### src/rtl/modulation_branch_select_pipe.sv
// If/else select stage: picks the then- or else-operand from an unsigned compare and
// returns it LATENCY cycles after start, either one op at a time (FSM) or fully pipelined.
module modulation_branch_select_pipe #(
  parameter int WIDTH     = 32,
  parameter int LATENCY   = 2,
  parameter int PIPELINED = 0,
  parameter int INVERT    = 0
) (
  input  logic             clk,
  input  logic             reset,
  input  logic             start,
  input  logic [WIDTH-1:0] input_bit,
  input  logic [WIDTH-1:0] zero,
  input  logic [WIDTH-1:0] array_ref_wire,
  input  logic [WIDTH-1:0] array_ref_m_wire,
  output logic [WIDTH-1:0] segment,
  output logic             branch_taken,
  output logic             valid,
  output logic             busy,
  output logic             overrun
);

  logic             cond;
  logic [WIDTH-1:0] sel;

  assign cond = (input_bit != zero) ^ (INVERT != 0);
  assign sel  = cond ? array_ref_wire : array_ref_m_wire;

  if (PIPELINED != 0) begin : g_pipe
    logic [LATENCY-1:0] pv;
    logic [LATENCY-1:0] pc;
    logic [WIDTH-1:0]   ps [LATENCY];

    always_ff @(posedge clk or posedge reset) begin
      if (reset) begin
        pv           <= '0;
        pc           <= '0;
        for (int i = 0; i < LATENCY; i++) ps[i] <= '0;
        segment      <= '0;
        branch_taken <= 1'b0;
        valid        <= 1'b0;
      end else begin
        pv[0] <= start;
        pc[0] <= cond;
        ps[0] <= sel;
        for (int i = 1; i < LATENCY; i++) begin
          pv[i] <= pv[i-1];
          pc[i] <= pc[i-1];
          ps[i] <= ps[i-1];
        end
        valid <= pv[LATENCY-1];
        if (pv[LATENCY-1]) begin
          segment      <= ps[LATENCY-1];
          branch_taken <= pc[LATENCY-1];
        end
      end
    end

    assign busy    = |pv;
    assign overrun = 1'b0;

  end else begin : g_fsm
    // state | meaning
    // IDLE  | no op in flight
    // RUN   | op captured, counting down to completion
    // DONE  | result presented this cycle (valid high)
    typedef enum logic [1:0] {IDLE, RUN, DONE} state_t;

    localparam logic [3:0] CNT_LOAD = 4'(LATENCY - 1);

    state_t           state;
    logic [3:0]       cnt;
    logic             cap_cond;
    logic [WIDTH-1:0] cap_sel;
    logic             completing;
    logic             accept;

    assign completing = (state == RUN) && (cnt == 4'd0);
    // A start on the completion edge is taken alongside the finishing op.
    assign accept     = start && ((state != RUN) || completing);

    always_ff @(posedge clk or posedge reset) begin
      if (reset) begin
        state        <= IDLE;
        cnt          <= '0;
        cap_cond     <= 1'b0;
        cap_sel      <= '0;
        segment      <= '0;
        branch_taken <= 1'b0;
        valid        <= 1'b0;
        overrun      <= 1'b0;
      end else begin
        valid <= 1'b0;
        if (state == RUN) begin
          if (cnt == 4'd0) begin
            valid        <= 1'b1;
            segment      <= cap_sel;
            branch_taken <= cap_cond;
            state        <= DONE;
          end else begin
            cnt <= cnt - 4'd1;
          end
        end else if (state == DONE) begin
          state <= IDLE;
        end
        if (accept) begin
          cap_cond <= cond;
          cap_sel  <= sel;
          cnt      <= CNT_LOAD;
          state    <= RUN;
        end
        if (start && !accept) overrun <= 1'b1;
      end
    end

    assign busy = (state == RUN);
  end

endmodule

### config.mk
export PLATFORM = sky130hd
export DESIGN_NAME = modulation_branch_select_pipe
export DESIGN_NICKNAME = d
export VERILOG_FILES = /design/src/rtl/modulation_branch_select_pipe.sv
export SDC_FILE = /design/constraint.sdc
export NUM_CORES = 1
export LEC_CHECK = 0
export CAP_MARGIN = 15
export CORE_MARGIN = 5
export CORE_UTILIZATION = 38
export CTS_CLUSTER_DIAMETER = 200
export DETAILED_ROUTE_END_ITERATION = 7
export GPL_TIMING_DRIVEN = 0
export PLACE_DENSITY = 0.78
export SLEW_MARGIN = 25
export SYNTH_ARGS = -nofsm -noshare
export SYNTH_HDL_FRONTEND = slang
export SYNTH_SLANG_ARGS = --single-unit
### constraint.sdc
create_clock -name clk -period 2.48 [get_ports clk]
set_input_delay 0.496 -clock clk [delete_from_list [all_inputs] [get_ports clk]]
set_output_delay 0.496 -clock clk [all_outputs]
set_load 0.005 [all_outputs]
==> metrics.yaml, run 1 <==
cts.clk_slew.worst_paths_ns: 0.08
final_common_cell: "clkdlybuf4s50_1"
synthXorXnorAreaFrac_pct: 7.83
status: "finished, final reports clean"
start_util_pct: 38.3
wl_per_cell_um: 15.5
synthAdderAreaFrac_pct: 0.678
insertedDiodeCount: 0
nFillCells: 861
antenna_found_initial: 0
clock_path_buffers: 2
synthCells: 406
cellPowerDensity_nw_per_um2: 936
drv_cap: 0
seq_area_frac_synth_pct: 50.2
grt_max_degree: 40
ir_drop_mv: 0.393
cts_sinks: 74
end_kind: "register"
rows: 36
gr-usage-all-layers_pct: 19.4
crit_fanout: 10
fp.dieW_um: 109
regArea_um2: 1850
wirelength_mm: 11.2
clock_latency_ns: 0.34
portBuffers: 166
cp_top_family: "buffers and inverters"
cts_max_level: 3
die-area_um2: 11800
mostFrequentLayoutCells: "clkdlybuf4s50_1, nand2_1, dfrtp_1"
nNetsFinal: 718
area_growth_pct: 55.8
dr_total_vias: 3618
first_pass_iters: 4
max_freq_mhz: 445
fin_ws_ns: 0.231
cp.required_ns: 2.70
start_kind: "input pin"
overflow: 0
final_area_um2: 5750
critPathSlowestCell: "clkdlybuf4s50_1"
drc: 0
hold_viol: 0
synth-edff-count: 0
cts-root-buf: "clkbuf_8"
tightest_slew_ns: 0.626
drt-initial-drc-count: 177
cp.arrival_ns: 2.47
syn_nets: 539
die_h_um: 109
min_path_type: "reg -> reg"
first_global_vias: 3632
multi_input_area_um2: 1620
io-pin-count: 167
yosys.area_share.simple_pct: 22.9
syn_avg_cell_area_um2: 9.09
ant_nets: 0
post_synth_num_cell_types: 30
synth.area.mux_share_pct: 0
synth_warnings: 0
finalCriticalPeriod_ns: 2.25
core_area_um2: 9640
syn_area_um2: 3690
relSlewSlack_pct: 58.2
synth-compound-area-share_pct: 12.3
cts_buffers: 9
grt_first_pass_wirelength_mm: 17.7
leakage_nw: 2.38
async_flop_share_pct: 100
routed_via_density: 5.00
synth_seq_cells: 74
drive_gt1_share_pct: 8.47
drv_slew: 0
setup_viol: 0
tns_ns: 0
dpl_cell_area_um2: 5540
cts_tree: "done"
crit_chain: "clkdlybuf4s50_1 > xor2_1 > nor4_1 > nand4_1 > clkbuf_1 > o21ai_0 > a31oi_2"
synth_top_family_by_area: "simple AND/OR/NAND/NOR gates"
critPathMaxStageDelay_ns: 0.45
rsz0062_at_grt: "false"
hold_ws_ns: 0.470
final_core_util_pct: 59.6
dominantRegCellSynth: "dfrtp_1"
finalWeightedCongestion: 0.861
post-dp-hpwl_mm: 8.91
fin_crit_sh_pct: 90.7
place_ws_ns: -0.228
skew_ns: 0.00817
path_class: "in -> reg"
cp_num_buf_inv: 2
cell type report:
type                       count  area share, %
inverter                       5          0.370
clock inverter                 6           1.15
clock buffer                  10           2.22
buffer                        28           3.59
tap                          133           2.89
timing repair buffer         168           29.4
multi-input combinational    299           28.2
sequential                    74           32.2
sequential cells by signal, indices dropped and copies added (netlist names):
register and cells:
g_fsm.cnt 4, g_fsm.cap_cond 1, g_fsm.state 2, valid 1, segment 32, overrun 1, branch_taken 1, g_fsm.cap_sel 32
metal layers:
layer  vias up  share of wire [%]  track usage [%]
met4         0                3.3             8.21
met1      1684                 40             23.8
met3        28                8.2             4.78
li1       1734                  -                -
met5         -                  0                0
met2       172                 49             32.4
worst register-to-register path, delay by kind of cell, from the launching register on:
| family | cells | cell delay [ns] |
|---|---|---|
| simple gates | 4 | 0.74 |
| fa+ha+maj | 1 | 0.16 |
| buf+inv | 3 | 0.75 |
| flops | 1 | 0.41 |
stage by stage:
step	std cells	total power, mW
finish	723	5.38
floorplan	406	3.34
CTS	722	5.45
detailed placement	706	4.51
global route	723	5.79
global placement	705	4.41
final timing paths:
kind,to,cells after the start,startpoint,slack [ns]
setup / recovery,g_fsm.cap_sel[4]$_DFFE_PP0P_,7,zero[19],0.23
hold / removal,segment[17]$_DFFE_PP0P_,2,g_fsm.cap_sel[17]$_DFFE_PP0P_,0.47
setup reg to reg,segment[29]$_DFFE_PP0P_,8,g_fsm.cnt[0]$_DFFE_PP0P_,0.38
hold reg to reg,segment[17]$_DFFE_PP0P_,2,g_fsm.cap_sel[17]$_DFFE_PP0P_,0.47
max in group asynchronous,g_fsm.cap_sel[16]$_DFFE_PP0P_,3,reset,1.37
min in group asynchronous,g_fsm.cap_sel[20]$_DFFE_PP0P_,2,reset,0.55
power by group:
part	switching (mW)	internal [mW]	leakage, nW
registers	0.329	1.79	0.858
logic	1.08	1.25	1.44
clock network	0.457	0.467	0.0889
total	1.87	3.51	2.38
logic make-up (layout without fill, tap and decap cells):
group | after synthesis | after routing
buffers and inverters | 33 | 217
adder cells (fa/ha/maj) | 2 | 2
flip-flops | 74 | 74
XOR/XNOR | 33 | 33
AND/OR/NAND/NOR | 192 | 192
AO/OA/AOI/OAI | 72 | 72
repair_timing:
action	CTS	global route
buffers inserted	0	1
setup endpoints to repair	0	4
hold buffers	0	0
resized for setup	0	1
synth_stat cells (2+ instances only):
library cell	instances	area share [%]
nor2_2	7	1.2
xor2_1	32	7.6
nor3_1	2	0.27
buf_6	9	2.7
clkbuf_1	12	1.2
buf_4	4	0.81
nor2_1	28	2.8
dfrtp_1	74	50
nor4_1	8	1.4
nand4_1	2	0.34
a31oi_2	7	2.4
inv_1	4	0.41
nand3_1	33	4.5
a31oi_1	26	4.4
o21ai_0	36	4.9
nand2_1	105	11
and4_1	2	0.47
buf_2	2	0.27
ha_1	2	0.68
Note: power is estimated with default switching activity, not from simulation.
==> inputs of run 2 (changes only) <==
--- a/config.mk
+++ b/config.mk
@@ -12,7 +12,6 @@
 export DETAILED_ROUTE_END_ITERATION = 7
 export GPL_TIMING_DRIVEN = 0
 export PLACE_DENSITY = 0.78
-export SLEW_MARGIN = 25
 export SYNTH_ARGS = -nofsm -noshare
 export SYNTH_HDL_FRONTEND = slang
 export SYNTH_SLANG_ARGS = --single-unit
==> run 2 against run 1 <==
Effect of this change:
- first-iteration DRC count is 20% lower
- die area stayed put
- worst hold slack better by 0.0016 ns
- power hardly changed
- largest cell class unchanged
- largest power group unchanged
==> metrics.yaml, run 2 (synthesis results as in run 1) <==
regArea_um2: 1850  # unchanged
placedCellCount: 705  # was 706
crit_fanout: 10  # unchanged
cp.arrival_ns: 2.50  # was 2.47 ns
grt-busiest-layer: "met2"  # unchanged
routed_via_density: 4.95  # was 5.00
nFillCells: 883  # was 861
grt_max_degree: 75  # was 40
clock_path_buffers: 2  # unchanged
hold_ws_ns: 0.471  # was 0.470 ns
cts.clk_slew.worst_paths_ns: 0.08  # about the same
drv_slew: 0  # unchanged
mostFrequentLayoutCells: "clkdlybuf4s50_1, nand2_1, dfrtp_1"  # unchanged
io-pin-count: 167  # unchanged
first_global_vias: 3708  # was 3632
drive_gt1_share_pct: 8.32  # was 8.47%
cts_tree: "done"  # unchanged
grt_first_pass_wirelength_mm: 17.6  # was 17.7 mm
finalCriticalPeriod_ns: 2.28  # was 2.25 ns
core_area_um2: 9640  # unchanged
area_growth_pct: 55.3  # was 55.8%
reg2reg_depth: 8  # unchanged
die-area_um2: 11800  # unchanged
portBuffers: 166  # unchanged
cellPowerDensity_nw_per_um2: 938  # was 936 nW/µm²
wirelength_mm: 11.3  # was 11.2 mm
dr_total_vias: 3580  # was 3618
multi_input_area_um2: 1620  # unchanged
reg2reg_slack_ns: 0.46  # was 0.38 ns
cp.required_ns: 2.70  # about the same
hold_viol: 0  # unchanged
die_h_um: 109  # unchanged
tightest_slew_ns: 0.890  # was 0.626 ns
end_kind: "register"  # unchanged
largestRegisters: "g_fsm.cap_sel: 32 flops, segment: 32 flops, g_fsm.cnt: 4 flops"  # unchanged
crit_path_end: "g_fsm.cap_sel[4]$_DFFE_PP0P_"  # unchanged
drc: 0  # unchanged
min_path_type: "reg -> reg"  # unchanged
rr_endpoint: "segment[29]$_DFFE_PP0P_"  # unchanged
skew_ns: 0.0105  # was 0.00817 ns
status: "finished, final reports clean"  # unchanged
rows: 36  # unchanged
start_kind: "input pin"  # unchanged
first_pass_iters: 5  # was 4
total_power_mw: 5.38  # about the same
drv_cap: 0  # unchanged
final_common_cell: "clkdlybuf4s50_1"  # unchanged
fp.dieW_um: 109  # unchanged
relSlewSlack_pct: 40.7  # was 58.2%
cts_sinks: 74  # unchanged
final_core_util_pct: 59.5  # was 59.6%
cts_buffers: 9  # unchanged
overflow: 0  # unchanged
hold_buffers: 0  # unchanged
setup_viol: 0  # unchanged
cts-root-buf: "clkbuf_8"  # unchanged
use_met2_pct: 33.1  # was 32.4%
wl_per_cell_um: 15.6  # was 15.5 µm
drt-initial-drc-count: 141  # was 177
max_freq_mhz: 439  # was 445 MHz
antenna_found_initial: 1  # was 0
crit_start: "zero[19]"  # unchanged
fin_crit_sh_pct: 92.0  # was 90.7%
rsz0062_at_grt: "false"  # unchanged
dpl_cell_area_um2: 5520  # was 5540 µm²
ant_nets: 0  # unchanged
cts_max_level: 3  # unchanged
gr-usage-all-layers_pct: 19.3  # was 19.4%
post-dp-hpwl_mm: 8.82  # was 8.91 mm
path_class: "in -> reg"  # unchanged
start_util_pct: 38.3  # unchanged
use_met1_pct: 22.8  # was 23.8%
nNetsFinal: 717  # was 718
clock_latency_ns: 0.34  # about the same
reg2reg_from: "g_fsm.cnt[0]$_DFFE_PP0P_"  # unchanged
ir_drop_mv: 0.463  # was 0.393 mV
final_area_um2: 5730  # was 5750 µm²
use_met3_pct: 4.78  # unchanged
finalWeightedCongestion: 0.861  # unchanged
finalNonFillerCells: 723  # unchanged
leakage_nw: 2.37  # was 2.38 nW
==> run 2: changes by cell type in the layout (fill, tap and decap cells not counted) <==
| cell | delta |
|---|---|
| buf_12 | -1 |
| diode_2 | +1 |
==> run 2: how the worst min path moves through the flow <==
stage	start	end	slack (ns)	depth (start not counted)
floorplan	g_fsm.cap_cond$_DFFE_PP0P_	branch_taken$_DFFE_PP0P_	0.44	2
global placement	g_fsm.cap_sel[26]$_DFFE_PP0P_	segment[26]$_DFFE_PP0P_	0.45	2
detailed placement	g_fsm.cap_sel[10]$_DFFE_PP0P_	segment[10]$_DFFE_PP0P_	0.46	2
CTS	g_fsm.cap_sel[17]$_DFFE_PP0P_	segment[17]$_DFFE_PP0P_	0.47	2
global route	g_fsm.cap_sel[27]$_DFFE_PP0P_	segment[27]$_DFFE_PP0P_	0.50	2
finish	g_fsm.cap_sel[15]$_DFFE_PP0P_	segment[15]$_DFFE_PP0P_	0.47	2
==> run 2: critical path, cell delays in order <==
cell and delay [ns]:
clkdlybuf4s50_1 0.46, xor2_1 0.18, nor4_1 0.38, nand4_1 0.30, clkbuf_1 0.31, o21ai_0 0.26, a31oi_2 0.11
==> run 2: stage by stage <==
step	setup TNS, ns	worst slack [ns]
after detailed placement	-5.24	-0.250
after global placement	-85.40	-1.09
final	0	0.200
after floorplan	0	0.102
after global routing	0	0.0745
after CTS	0	0.109
==> run 2: what timing repair did <==
item	CTS	global route
hold endpoints to repair	0	0
resized for setup	0	1
endpoints found under the setup margin	0	10
buffers inserted	0	1
==> run 2: layout make-up <==
cell class,instances,share of cell area [%]
flip-flops and latches,74,32.3
repair buffers,167,29.1
multi-input cells,299,28.3
plain buffers,28,3.60
well taps,133,2.90
clock buffers,10,2.23
clock inverters,6,1.16
inverters,5,0.371
diodes,1,0.0437
==> run 2: report_power, final <==
part	switching, mW	internal, mW
Clock	0.460	0.467
Combinational	1.08	1.25
Sequential	0.335	1.79
Total	1.87	3.51
==> run 2: metal layers <==
layer,wire length (µm),up-vias,part of all wire (%)
li1,-,1724,-
met1,4400,1662,39
met2,5540,170,49
met3,930,24,8.3
met4,396,0,3.5
met5,0,-,0
